===== src/rtl/player_2_ctl.sv =====
// Player-2 motion and animation controller: samples keys once per frame (vsync rising edge),
// owns the sprite position, the walk pose and the jump arc for the player-2 draw stage.

package state_pkg;
    typedef enum logic [2:0] {
        IDLE   = 3'd0,
        LEFT1  = 3'd1,
        LEFT2  = 3'd2,
        RIGHT1 = 3'd3,
        RIGHT2 = 3'd4
    } State;
endpackage

module player_2_ctl #(
    parameter int unsigned X_MIN       = 0,
    parameter int unsigned X_MAX       = 984,
    parameter int unsigned X_START     = 200,
    parameter int unsigned X_STEP      = 4,
    parameter int unsigned Y_GROUND    = 100,
    parameter int unsigned JUMP_H      = 80,
    parameter int unsigned JUMP_STEP   = 4,
    parameter int unsigned ANIM_FRAMES = 8
) (
    input  logic            clk,
    input  logic            rst,
    input  logic            vsync,
    input  logic            key_left,
    input  logic            key_right,
    input  logic            key_jump,
    output logic [11:0]     xpos_player2,
    output logic [11:0]     ypos_player2,
    output state_pkg::State state,
    output logic            airborne
);
    import state_pkg::*;

    localparam int unsigned W  = 12;
    localparam int unsigned CW = (ANIM_FRAMES > 1) ? $clog2(ANIM_FRAMES) : 1;

    localparam logic [W-1:0]  X_MIN_W     = W'(X_MIN);
    localparam logic [W-1:0]  X_START_W   = W'(X_START);
    localparam logic [W-1:0]  X_STEP_W    = W'(X_STEP);
    localparam logic [W:0]    X_STEP_WX   = (W+1)'(X_STEP);
    localparam logic [W:0]    X_MAX_WX    = (W+1)'(X_MAX);
    localparam logic [W-1:0]  Y_GROUND_W  = W'(Y_GROUND);
    localparam logic [W:0]    Y_GROUND_WX = (W+1)'(Y_GROUND);
    localparam logic [W-1:0]  JUMP_H_W    = W'(JUMP_H);
    localparam logic [W-1:0]  JUMP_STEP_W = W'(JUMP_STEP);
    localparam logic [W:0]    JUMP_STEP_WX = (W+1)'(JUMP_STEP);
    localparam logic [CW-1:0] ANIM_LAST   = CW'(ANIM_FRAMES - 1);

    typedef enum logic [1:0] {GROUND = 2'd0, RISE = 2'd1, FALL = 2'd2} jump_t;
    typedef enum logic [1:0] {DIR_NONE = 2'd0, DIR_LEFT = 2'd1, DIR_RIGHT = 2'd2} dir_t;

    logic          vsync_d;
    logic [CW-1:0] anim_cnt, anim_cnt_n;
    logic          phase, phase_n;
    dir_t          prev_dir, prev_dir_n;
    jump_t         jump_state, jump_state_n;
    logic          jump_armed, jump_armed_n;
    logic [W-1:0]  xpos_n, ypos_n;
    State          state_n;
    logic          airborne_n;

    logic          tick_c;
    dir_t          dir_c;
    logic [W:0]    x_sum_c, y_sum_c;
    logic [W-1:0]  x_left_c, x_right_c, y_rise_c, y_fall_c;
    logic          apex_c;

    // Saturating step candidates; 13-bit sums keep the upper limit compares overflow-free
    always_comb begin
        tick_c    = vsync & ~vsync_d;
        dir_c     = DIR_NONE;
        if (key_left && !key_right)
            dir_c = DIR_LEFT;
        else if (key_right && !key_left)
            dir_c = DIR_RIGHT;
        x_sum_c   = {1'b0, xpos_player2} + X_STEP_WX;
        y_sum_c   = {1'b0, ypos_player2} + JUMP_STEP_WX;
        x_left_c  = (xpos_player2 >= X_MIN_W + X_STEP_W) ? xpos_player2 - X_STEP_W : X_MIN_W;
        x_right_c = (x_sum_c <= X_MAX_WX) ? x_sum_c[W-1:0] : X_MAX_WX[W-1:0];
        y_rise_c  = (ypos_player2 >= JUMP_STEP_W) ? ypos_player2 - JUMP_STEP_W : '0;
        y_fall_c  = (y_sum_c >= Y_GROUND_WX) ? Y_GROUND_W : y_sum_c[W-1:0];
        apex_c    = (Y_GROUND_W - y_rise_c) >= JUMP_H_W;
    end

    // Next-state logic: everything holds except in a tick cycle
    always_comb begin
        xpos_n       = xpos_player2;
        ypos_n       = ypos_player2;
        state_n      = state;
        airborne_n   = airborne;
        anim_cnt_n   = anim_cnt;
        phase_n      = phase;
        prev_dir_n   = prev_dir;
        jump_state_n = jump_state;
        jump_armed_n = jump_armed;

        if (tick_c) begin
            case (dir_c)
                DIR_LEFT:  xpos_n = x_left_c;
                DIR_RIGHT: xpos_n = x_right_c;
                default:   xpos_n = xpos_player2;
            endcase

            if (dir_c == DIR_NONE || dir_c != prev_dir) begin
                anim_cnt_n = '0;
                phase_n    = 1'b0;
            end else if (anim_cnt == ANIM_LAST) begin
                anim_cnt_n = '0;
                phase_n    = ~phase;
            end else begin
                anim_cnt_n = anim_cnt + CW'(1);
            end
            prev_dir_n = dir_c;

            case (dir_c)
                DIR_LEFT:  state_n = phase_n ? LEFT2 : LEFT1;
                DIR_RIGHT: state_n = phase_n ? RIGHT2 : RIGHT1;
                default:   state_n = IDLE;
            endcase

            // The launching tick already takes the first upward step
            case (jump_state)
                GROUND: begin
                    if (key_jump && jump_armed) begin
                        ypos_n       = y_rise_c;
                        jump_armed_n = 1'b0;
                        jump_state_n = apex_c ? FALL : RISE;
                    end
                end
                RISE: begin
                    ypos_n       = y_rise_c;
                    jump_state_n = apex_c ? FALL : RISE;
                end
                FALL: begin
                    ypos_n       = y_fall_c;
                    jump_state_n = (y_fall_c == Y_GROUND_W) ? GROUND : FALL;
                end
                default: jump_state_n = GROUND;
            endcase
            if (!key_jump)
                jump_armed_n = 1'b1;
            airborne_n = (jump_state_n != GROUND);
        end
    end

    always_ff @(posedge clk) begin
        if (rst) begin
            vsync_d      <= 1'b0;
            xpos_player2 <= X_START_W;
            ypos_player2 <= Y_GROUND_W;
            state        <= IDLE;
            airborne     <= 1'b0;
            anim_cnt     <= '0;
            phase        <= 1'b0;
            prev_dir     <= DIR_NONE;
            jump_state   <= GROUND;
            jump_armed   <= 1'b1;
        end else begin
            vsync_d      <= vsync;
            xpos_player2 <= xpos_n;
            ypos_player2 <= ypos_n;
            state        <= state_n;
            airborne     <= airborne_n;
            anim_cnt     <= anim_cnt_n;
            phase        <= phase_n;
            prev_dir     <= prev_dir_n;
            jump_state   <= jump_state_n;
            jump_armed   <= jump_armed_n;
        end
    end

endmodule


===== config.mk =====
export PLATFORM = sky130hd
export DESIGN_NAME = player_2_ctl
export DESIGN_NICKNAME = d
export VERILOG_FILES = /design/src/rtl/player_2_ctl.sv
export SDC_FILE = /design/constraint.sdc
export NUM_CORES = 1
export LEC_CHECK = 0
export BUFFER_PORTS_ARGS = -buffer_cell sky130_fd_sc_hd__buf_2
export CORE_MARGIN = 5
export CORE_UTILIZATION = 52
export CTS_CLUSTER_DIAMETER = 120
export DETAILED_ROUTE_END_ITERATION = 7
export PLACE_DENSITY = 0.76
export SETUP_SLACK_MARGIN = 0.15
export SYNTH_ARGS = -nofsm -noshare
export SYNTH_HDL_FRONTEND = slang
export SYNTH_SLANG_ARGS = --single-unit

===== constraint.sdc =====
create_clock -name clk -period 2.08 [get_ports clk]
set_clock_uncertainty 0.05 [all_clocks]
set_input_delay 0.416 -clock clk [delete_from_list [all_inputs] [get_ports clk]]
set_output_delay 0.416 -clock clk [all_outputs]
set_load 0.02 [all_outputs]

== Word-level counts from Yosys, hierarchy flattened ==
Cells that the tools add are included.
Word-level totals
  bits in registers: 38
  input bits: 6
  output and inout bits: 28
  word-level logic and storage cells: 73
Operators by class
  $add $sub $neg: 6
  order comparisons: 5
  equality and inequality tests: 10
  multiplexer cells: 25
  bitwise logic cells: 3
  reductions and logical operators: 14
Operators with widths (number)
  12-bit two-way mux: 5
  12-bit case mux with 3 select lines: 1
  12-bit by 3-bit adder with 13-bit output (second input constant): 2
  12-bit by 3-bit greater-or-equal comparator with 1-bit output (second input constant): 2
  12-bit case mux with 2 select lines: 1
  12-bit by 3-bit subtractor with 12-bit output (second input constant): 2
  2-bit two-way mux: 7
  13-bit by 7-bit greater-or-equal comparator with 1-bit output (second input constant): 1
  13-bit by 10-bit <= comparator with 1-bit output (second input constant): 1
  12-bit by 7-bit == test with 1-bit output (second input constant): 1
  12-bit by 7-bit greater-or-equal comparator with 1-bit output (second input constant): 1
  7-bit by 12-bit subtractor with 12-bit output (first input constant): 1
  3-bit two-way mux: 3
  1-bit two-way mux: 6
  2-bit case mux with 3 select lines: 1
  3-bit case mux with 2 select lines: 1
  3-bit AND reduction: 2
  2-bit by 1-bit == test with 1-bit output (second input constant): 2
  2-bit == test (second input constant): 2
  2-bit zero test: 2
  2-bit by 1-bit != test with 1-bit output (second input constant): 2
  2-bit nonzero test: 2
  3-bit by 1-bit adder with 3-bit output (second input constant): 1
  3-bit == test (second input constant): 1
  9 further kinds: 13

== Longest topological paths before layout ==
Gate-level depths: netlist of the first run.
  depth in word-level cells: 10
  gate-level depth with buffers: 9
  mapped depth without buffers: 8

== Worst setup path before layout of the first run ==
Ideal clock, no wire load.
  path type: register to register
  from: register ypos_player2[2]
  to: register ypos_player2[6]
  library setup time: 0.114 ns
  arrival: 2.006 ns
  required time: 1.916 ns
  setup slack: -0.090 ns
  stages on the path, launching flop included: 9
  path through: dfxtp_1 buf_2 inv_1 ha_1 a211o_1 o22ai_1 and4_1 o21ai_0 a21o_1
Between the ends
  longest elaborated chain between the ends: 4
Ends and longest elaborated chain
  start: declaration: line 31  | output logic [11:0] ypos_player2,
  start signal: assignment: line 164  | ypos_player2 <= ypos_n;
  12-bit by 3-bit adder with 13-bit output (tied with other cells): line 80  | y_sum_c = {1'b0, ypos_player2} + JUMP_STEP_WX;
  13-bit by 7-bit greater-or-equal comparator with 1-bit output or 12-bit two-way mux (tied branches): line 84, 83
  12-bit two-way mux, on equally long branches: line 84, 127
  12-bit case mux with 3 select lines (*): line 125  | case (jump_state)
Every way passes the cells marked *; elsewhere a longest branch is shown, timed or not. The select of a mux whose other input is x is not followed.
A chain may end at the register's enable or synchronous reset.

== Final worst setup path of the first run ==
  from: register ypos_player2[2]
  to: register jump_state[1]
Between the ends
  longest elaborated chain between the ends: 8
Ends and longest elaborated chain
  12-bit by 3-bit subtractor with 12-bit output or 12-bit by 3-bit greater-or-equal comparator with 1-bit output (tied branches): line 83  | y_rise_c = (ypos_player2 >= JUMP_STEP_W) ? ypos_player2 - JUMP_STEP_W : '0;
  12-bit two-way mux: line 83
  7-bit by 12-bit subtractor with 12-bit output: line 85  | apex_c = (Y_GROUND_W - y_rise_c) >= JUMP_H_W;
  12-bit by 7-bit greater-or-equal comparator with 1-bit output: line 85
  2-bit two-way mux: line 130, 135
  2-bit two-way mux: line 127  | if (key_jump && jump_armed) begin
  2-bit case mux with 3 select lines (*): line 125
  2-bit two-way mux (*): line 100  | if (tick_c) begin
  end signal: assignment: line 170  | jump_state <= jump_state_n;
  end: declaration: line 59  | jump_t jump_state, jump_state_n;
Marks and branches as above.

==> flow_metrics.py, run 1 <==
metrics = {
    "run_status": {
        "status": "completed",
    },
    "logic_synthesis": {
        "yosys_warnings": 0,
        "avgSynthCellArea_sq_um": 7.566,
        "ys.flop_type": "dfxtp_1",
        "synth-xor-area-share_pct": 3.756,
        "muxShareOfSynthArea_pct": 0.3902,
        "synthSimpleGateAreaFrac_pct": 29.02,
        "async_reset_ff_share_pct": 0,
        "netlist_instances": 339,
        "ys_seq_area_share_pct": 28.10,
        "synthesis.area_sq_um": 2565,
        "yosys.area_share.adder_pct": 4.878,
        "synth_compound_area_share_pct": 25.61,
        "synth-edff-count": 0,
        "ys_ff_latch": 36,
        "synth_top_family_by_area": "simple AND/OR/NAND/NOR gates",
        "synth_cell_types": 63,
    },
    "route": {
        "drc_errors": 0,
        "num_vias": 2899,
        "wirelength_microns": 8078,
        "ant_nets": 0,
        "drt-vias-per-instance": 6.208,
        "dr.pass1.iters": 5,
        "drt_iter0_markers": 352,
        "wl_per_cell_microns": 17.30,
    },
    "cts": {
        "root_buffer": "clkbuf_8",
        "cts_sinks": 36,
        "clk_pin_slew_worst_paths_ns": 0.08,
        "clock_path_buffers": 2,
        "cts_tree": "done",
        "cts.htree.levels": 2,
        "numCtsBuffers": 5,
        "clkLatencyLatePin_ns": 0.30,
    },
    "final_layout": {
        "area_growth_pct": 32.73,
        "register_area_sq_um": 757.0,
        "multi_input_area_sq_um": 1923,
        "design_area_sq_um": 3405,
        "num_antenna_cells": 0,
        "drive_above_1_share_pct": 37.00,
        "nFillCells": 372,
        "final_cells": 467,
        "nNetsFinal": 415,
    },
    "placed_design": {
        "place_area_sq_um": 2904,
        "portBuffers": 31,
        "gp_congestion": 0.9386,
        "place_inst": 440,
        "dp_hpwl_microns": 4992,
    },
    "global_route": {
        "grt-ovfl-total": 0,
        "antenna_found_initial": 0,
        "grt_pass1_vias": 2581,
        "grt_max_degree": 19,
        "grt_pass1_wl_microns": 12100,
        "grt_util_all_layers_pct": 23.50,
    },
    "min_path": {
        "min_path_type": "primary input to register",
    },
    "floorplanning": {
        "num_rows": 25,
        "ioPinCount": 34,
        "die_h_microns": 80.23,
        "die_area_sq_um": 6437,
        "core_sq_um": 4755,
        "dieWidth_microns": 80.23,
        "initial_utilization_pct": 53.95,
    },
    "timing": {
        "setup_viol": 0,
        "finalHoldViolations": 0,
        "period_share_pct": 98.26,
        "setup_tns_ns": 0,
        "final_max_slew_viol_count": 0,
        "period_needed_ns": 2.044,
        "fmax_ghz": 0.4893,
        "rsz0062_at_grt": "yes",
    },
    "critical_path": {
        "crit_fanout": 6,
        "cp-end-kind": "register",
        "worst_ep_required_time_ns": 2.22,
        "crit_chain": "inv_4 > ha_4 > nor3b_4 > buf_4 > xor2_2 > nand2_1 > o22ai_1 > nand3b_1 > a32o_1",
        "slowest_delay_ns": 0.40,
        "slowest_stage": "dfxtp_4",
        "cp_num_buf_inv": 2,
        "arrival_ns": 2.18,
        "worstSetupPathType": "register to register",
        "crit_family": "simple AND/OR/NAND/NOR gates",
        "startpoint_type": "register",
    },
    "power_and_ir_drop": {
        "irDropWorstVdd_mv": 0.3751,
        "power_mw": 1.779,
        "cellLeakagePower_nw": 1.352,
        "p_per_area_nw_per_um2": 522.6,
    },
    "flow_run": {
        "max_cap_viol_count": 0,
    },
}
flip-flops by register name, indices dropped and copies added (netlist names):
name          count
ypos_player2     12
state             3
jump_state        2
jump_armed        1
xpos_player2     10
vsync_d           1
prev_dir          2
phase             1
anim_cnt          3
airborne          1
synth_stat cells, types with 6 or more instances:
cell / count / area share (%)
nand2b_1: 6 / 1.5
nor3_1: 16 / 3.1
dfxtp_1: 36 / 28
ha_1: 10 / 4.9
a31oi_1: 6 / 1.5
nor2_1: 30 / 4.4
clkbuf_1: 11 / 1.6
a21oi_1: 31 / 6.0
inv_1: 10 / 1.5
nand3_1: 17 / 3.3
o21ai_0: 22 / 4.3
nand2_1: 29 / 4.2
xor2_1: 6 / 2.0
a211oi_1: 8 / 2.3
what timing repair did:
action / CTS / global route
hold buffers: 0 / 0
pin swaps: 11 / 24
setup buffers: 15 / 4
endpoints found under the setup margin: 23 / 23
resized for setup: 19 / 48
metal layers:
metal,up-vias,GRT usage (%),part of all wire [%]
met5,-,0,0
li1,1362,-,-
met1,1358,31.29,43
met4,0,10.81,2.4
met2,156,36.92,47
met3,23,3.812,7.8
cell usage in the layout, fill, tap and decap left out, drive strengths merged, types with 8 or more instances in the layout:
cell	instances
nand2	30
buf	77
nand3	17
a21oi	31
nor2	30
ha	10
nor3	16
inv	10
dfxtp	36
a211oi	8
o21ai	23
final timing paths:
check	from	to	slack (ns)	cells past startpoint
hold reg to reg	state[2]$_SDFFE_PP0P_	state[2]$_SDFFE_PP0P_	0.41	2
setup / recovery	ypos_player2[2]$_SDFFE_PP1P_	jump_state[1]$_SDFFE_PP0P_	0.04	9
hold / removal	key_jump	jump_armed$_SDFFE_PP1P_	0.32	2
setup reg to reg	ypos_player2[2]$_SDFFE_PP1P_	jump_state[1]$_SDFFE_PP0P_	0.04	9
layout make-up:
cell class / instances / share of cell area (%)
Clock buffer: 5 / 2.021
Clock inverter: 3 / 0.5513
Inverter: 10 / 1.323
Multi-Input combinational cell: 269 / 56.49
Sequential cell: 36 / 22.23
Tap cell: 67 / 2.462
Timing Repair Buffer: 77 / 14.92
power by group:
| group | internal (mW) | switching, mW | total (mW) |
|---|---|---|---|
| combinational | 0.215 | 0.287 | 0.503 |
| clock | 0.234 | 0.282 | 0.516 |
| sequential | 0.714 | 0.0466 | 0.761 |
logic make-up after synthesis:
logic type,count (synthesis)
simple gates,142
compound gates,103
flops,36
buf+inv,35
xor+xnor,11
fa+ha+maj,10
other cells,1
mux,1
through the flow:
stage | setup WS, ns | hold slack (ns) | util, %
2_1_floorplan | 0.1496 | 0.3856 | -
3_5_place_dp | -0.02343 | 0.3987 | 61.08
6_report | 0.03613 | 0.3186 | 71.61
4_1_cts | 0.1263 | 0.3146 | 66.76
3_3_place_gp | 0.06812 | 0.3891 | 61.08
5_1_grt | -0.04029 | 0.3388 | 71.61
No activity file was read; power rests on OpenSTA's default activity.
==> run 2: changes to the inputs <==
CORE_UTILIZATION = 25   (was 52)
PLACE_DENSITY = not set   (was 0.76)
==> flow_metrics.py, run 2 (same netlist as run 1, synthesis figures left out) <==
metrics = {
    "run_status": {
        "status": "completed",
    },
    "min_path": {
        "min_path_type": "primary input to register",
    },
    "placed_design": {
        "place_inst": 513,
        "dp_hpwl_microns": 5497,
        "portBuffers": 31,
        "gp_congestion": 0.8623,
    },
    "route": {
        "wl_per_cell_microns": 15.48,
        "num_vias": 2857,
        "ant_nets": 0,
        "dr.pass1.iters": 5,
        "drt-vias-per-instance": 5.291,
        "drc_errors": 0,
        "wirelength_microns": 8357,
        "drt_iter0_markers": 257,
    },
    "cts": {
        "numCtsBuffers": 5,
        "cts.htree.levels": 2,
        "clock_path_buffers": 2,
        "cts_sinks": 36,
        "root_buffer": "clkbuf_8",
        "clk_pin_slew_worst_paths_ns": 0.08,
        "cts_tree": "done",
        "clkLatencyLatePin_ns": 0.29,
    },
    "power_and_ir_drop": {
        "irDropWorstVdd_mv": 0.2510,
        "cellLeakagePower_nw": 1.395,
        "p_per_area_nw_per_um2": 520.1,
    },
    "floorplanning": {
        "dieWidth_microns": 111.3,
        "initial_utilization_pct": 25.18,
        "die_h_microns": 111.3,
        "num_rows": 37,
        "core_sq_um": 10180,
        "die_area_sq_um": 12390,
        "ioPinCount": 34,
    },
    "final_layout": {
        "register_area_sq_um": 748.2,
        "layout_common_cells": "buf_4 (44), buf_2 (31), nor2_1 (29)",
        "largest_reg_flops": 12,
        "fin_util_pct": 34.98,
        "final_common_cell": "buf_4",
        "final_cells": 540,
        "area_growth_pct": 38.88,
        "top_register": "ypos_player2",
        "nFillCells": 1101,
        "num_antenna_cells": 0,
        "nNetsFinal": 419,
        "top_regs": "ypos_player2 (12), xpos_player2 (10)",
        "drive_above_1_share_pct": 36.88,
        "multi_input_area_sq_um": 1936,
    },
    "critical_path": {
        "cp-end-kind": "register",
        "worst_ep_required_time_ns": 2.25,
        "arrival_ns": 2.17,
        "startpoint_type": "register",
        "worstSetupPathType": "register to register",
        "crit_fanout": 5,
    },
    "flow_run": {
        "max_cap_viol_count": 0,
    },
    "global_route": {
        "use_met1_pct": 16.85,
        "antenna_found_initial": 0,
        "grt_pass1_vias": 2654,
        "grt_max_degree": 21,
        "grtUsageMet2_pct": 20.35,
        "grt_pass1_wl_microns": 13150,
        "top_usage_layer": "met2",
        "grt_util_met3_pct": 2.347,
        "grt_util_all_layers_pct": 12.61,
        "grt-ovfl-total": 0,
    },
    "timing": {
        "finalHoldViolations": 0,
        "setup_viol": 0,
        "setup_tns_ns": 0,
        "period_share_pct": 96.39,
        "final_max_slew_viol_count": 0,
        "rsz0062_at_grt": "yes",
        "fmax_ghz": 0.4988,
        "period_needed_ns": 2.005,
    },
}
[run 2: per-layer routing]
layer | wire, microns | part of all wire [%]
met4 | 164 | 2.0
met2 | 3961 | 47
met5 | 0 | 0
met3 | 544 | 6.5
met1 | 3687 | 44
[run 2: final cells by class]
type	instances	share of cell area, %
timing repair buffer	81	15.81
clock buffer	7	2.740
sequential	36	21.00
clock inverter	1	0.1405
multi-input combinational	269	54.34
inverter	10	1.194
tap	136	4.777
[run 2: repair_timing]
action / 4_1_cts / 5_1_grt
endpoints found under the setup margin: 21 / 23
resized for setup: 22 / 41
buffers inserted: 13 / 6
pin swaps: 16 / 25
hold buffers: 0 / 0
[run 2: worst paths after layout]
path | start | endpoint | slack [ns] | cells past startpoint
setup reg to reg | xpos_player2[3]$_SDFFE_PP1P_ | xpos_player2[3]$_SDFFE_PP1P_ | 0.08 | 8
hold / removal | vsync | vsync_d$_SDFF_PP0_ | 0.33 | 2
hold reg to reg | state[2]$_SDFFE_PP0P_ | state[2]$_SDFFE_PP0P_ | 0.40 | 2
setup / recovery | xpos_player2[3]$_SDFFE_PP1P_ | xpos_player2[3]$_SDFFE_PP1P_ | 0.08 | 8
[run 2: worst max-delay path: stages, from the launching register on]
cell	delay [ns]
dfxtp_4	0.42
ha_4	0.18
xor2_1	0.18
nand3b_1	0.14
a221o_1	0.40
a21boi_2	0.20
nor3_2	0.05
buf_4	0.17
a32oi_1	0.13
[run 2: report_power, final]
part	total, mW	internal [mW]	leakage [nW]	switching [mW]
Combinational	0.508	0.220	1.05	0.288
Sequential	0.759	0.716	0.295	0.0428
Clock	0.586	0.308	0.0534	0.278
[run 2: through the flow]
step | setup WS (ns) | power [mW] | hold WS, ns | cell area (sq um)
CTS | 0.06482 | 1.820 | 0.3206 | 3336
detailed placement | -0.07038 | 1.177 | 0.3939 | 3020
finish | 0.07510 | 1.853 | 0.3289 | 3562
floorplan | 0.1496 | 1.066 | 0.3856 | 2643
global route | 0.003075 | 1.953 | 0.3417 | 3562
global placement | 0.03423 | 1.169 | 0.3963 | 3020
==> run 3: changes to the inputs <==
clock period = 2.2 ns   (was 2.08 ns; I/O delays follow)
==> flow_metrics.py, run 3 (same netlist as run 1, synthesis figures left out) <==
metrics = {
    "run_status": {
        "status": "completed",
    },
    "final_layout": {
        "top_regs": "ypos_player2 (12), xpos_player2 (10)",
        "layout_common_cells": "buf_4 (35), dfxtp_1 (32), a21oi_1 (31), buf_2 (31), nor2_1 (30)",
        "top_register": "ypos_player2",
        "nNetsFinal": 406,
        "final_common_cell": "buf_4",
        "num_antenna_cells": 0,
        "drive_above_1_share_pct": 28.39,
        "area_growth_pct": 30.93,
        "largest_reg_flops": 12,
    },
    "power_and_ir_drop": {
        "p_sw_uw": 552.9,
        "power_mw": 1.973,
        "switching_share_pct": 28.02,
        "seq_power_share_pct": 36.1,
        "p_comb_share_pct": 21.9,
        "cellLeakagePower_nw": 1.302,
        "power_frac_clock_pct": 42.0,
        "irDropWorstVdd_mv": 0.3480,
        "p_per_area_nw_per_um2": 587.6,
        "cell_internal_pwr_mw": 1.420,
    },
    "critical_path": {
        "startpoint": "xpos_player2[2]$_SDFFE_PP0P_",
        "reg2reg_from": "xpos_player2[2]$_SDFFE_PP0P_",
        "worstSetupPathType": "register to register",
        "startpoint_type": "register",
        "arrival_ns": 2.18,
        "crit_fanout": 9,
        "worst_ep_required_time_ns": 2.38,
        "cp-end-kind": "register",
    },
    "global_route": {
        "grt-ovfl-total": 0,
        "antenna_found_initial": 0,
        "grt_pass1_wl_microns": 12830,
        "top_usage_layer": "met2",
        "grt_max_degree": 22,
        "grtUsageMet2_pct": 20.55,
        "grt_util_all_layers_pct": 12.24,
        "grt_pass1_vias": 2609,
        "use_met1_pct": 15.74,
        "grt_util_met3_pct": 2.729,
    },
    "placed_design": {
        "gp_congestion": 0.9321,
        "dp_hpwl_microns": 5583,
        "place_ws_ns": 0.02082,
        "portBuffers": 31,
    },
    "route": {
        "ant_nets": 0,
        "drt_iter0_markers": 226,
        "dr.pass1.iters": 4,
        "drt-vias-per-instance": 5.156,
        "num_vias": 2717,
        "drc_errors": 0,
        "wl_per_cell_microns": 14.89,
        "wirelength_microns": 7845,
    },
    "cts": {
        "numCtsBuffers": 5,
        "ctsHoldBuffers": 0,
        "clk_pin_slew_worst_paths_ns": 0.08,
        "clock_path_buffers": 2,
        "cts_sinks": 36,
        "cts_tree": "done",
        "clkLatencyLatePin_ns": 0.29,
        "root_buffer": "clkbuf_8",
        "cts.htree.levels": 2,
    },
    "floorplanning": {
        "num_rows": 37,
        "dieWidth_microns": 111.3,
        "die_h_microns": 111.3,
        "initial_utilization_pct": 25.18,
        "core_sq_um": 10180,
        "die_area_sq_um": 12390,
        "ioPinCount": 34,
    },
    "flow_run": {
        "max_cap_viol_count": 0,
    },
    "timing": {
        "setup_ws_ns": 0.1962,
        "finalHoldViolations": 0,
        "period_needed_ns": 2.004,
        "fmax_ghz": 0.4991,
        "final_max_slew_viol_count": 0,
        "setup_viol": 0,
        "holdWs_ns": 0.3285,
        "period_share_pct": 91.08,
        "setup_tns_ns": 0,
        "rsz0062_at_grt": "yes",
    },
    "min_path": {
        "min_path_type": "primary input to register",
        "min_from": "vsync",
    },
}
==> run 3: cell types whose count changed in the layout (fill, tap and decap cells not counted), moves of 3 or more <==
cell / change
buf_4: -9
dfxtp_1: +6
a21oi_1: +3
a21oi_2: -3
bufinv_16: +3
dfxtp_2: -3
dfxtp_4: -3
inv_2: -3
nor3_1: +3
nor3_2: -3
o21ai_0: +3
==> run 3: area by class of cell <==
cell class / count / area, sq um
clock inverter: 3 / 90.09
inverter: 10 / 42.54
fill: 1078 / 6827
clock buffer: 5 / 68.82
tap: 136 / 170.2
multi-input combinational: 269 / 1813
timing repair buffer: 68 / 440.4
sequential: 36 / 733.2
==> run 3: worst paths after layout <==
check	cells past startpoint	slack, ns	endpoint
max reg2reg	7	0.20	xpos_player2[11]$_SDFFE_PP0P_
min reg2reg	2	0.41	state[2]$_SDFFE_PP0P_
max	7	0.20	xpos_player2[11]$_SDFFE_PP0P_
min	2	0.33	vsync_d$_SDFF_PP0_
==> run 3: critical path: stages, from the launching register on <==
cell and delay, ns:
dfxtp_4 0.41, inv_1 0.08, ha_1 0.23, nor4b_2 0.16, buf_4 0.15, a41o_4 0.25
or4_1 0.47, a21oi_1 0.14
==> run 3: routing by layer <==
metal	vias to the layer above	routed length [microns]
met1	1275	3536
met3	9	442
li1	1349	-
met5	-	0
met4	0	85
met2	84	3781
==> run 3: timing repair <==
item,4_1_cts,5_1_grt
setup endpoints to repair,19,22
gates resized for setup,10,31
setup buffers,1,4
pin swaps,1,13
==> run 3: power groups by stage <==
stage	sequential, mW	clock [mW]	combinational [mW]
6_report	0.713	0.829	0.431
5_1_grt	0.718	0.876	0.472
4_1_cts	0.709	0.852	0.389
3_5_place_dp	0.724	0	0.377
3_3_place_gp	0.721	0	0.373
2_1_floorplan	0.737	0	0.255
==> run 3: per-stage QoR <==
| step | area [sq um] | utilization, % | cells |
|---|---|---|---|
| floorplan | 2582 | - | 340 |
| finish | 3358 | 32.97 | 527 |
| global placement | 2975 | 29.21 | 514 |
| detailed placement | 2975 | 29.21 | 514 |
| global route | 3358 | 32.97 | 527 |
| CTS | 3186 | 31.28 | 523 |
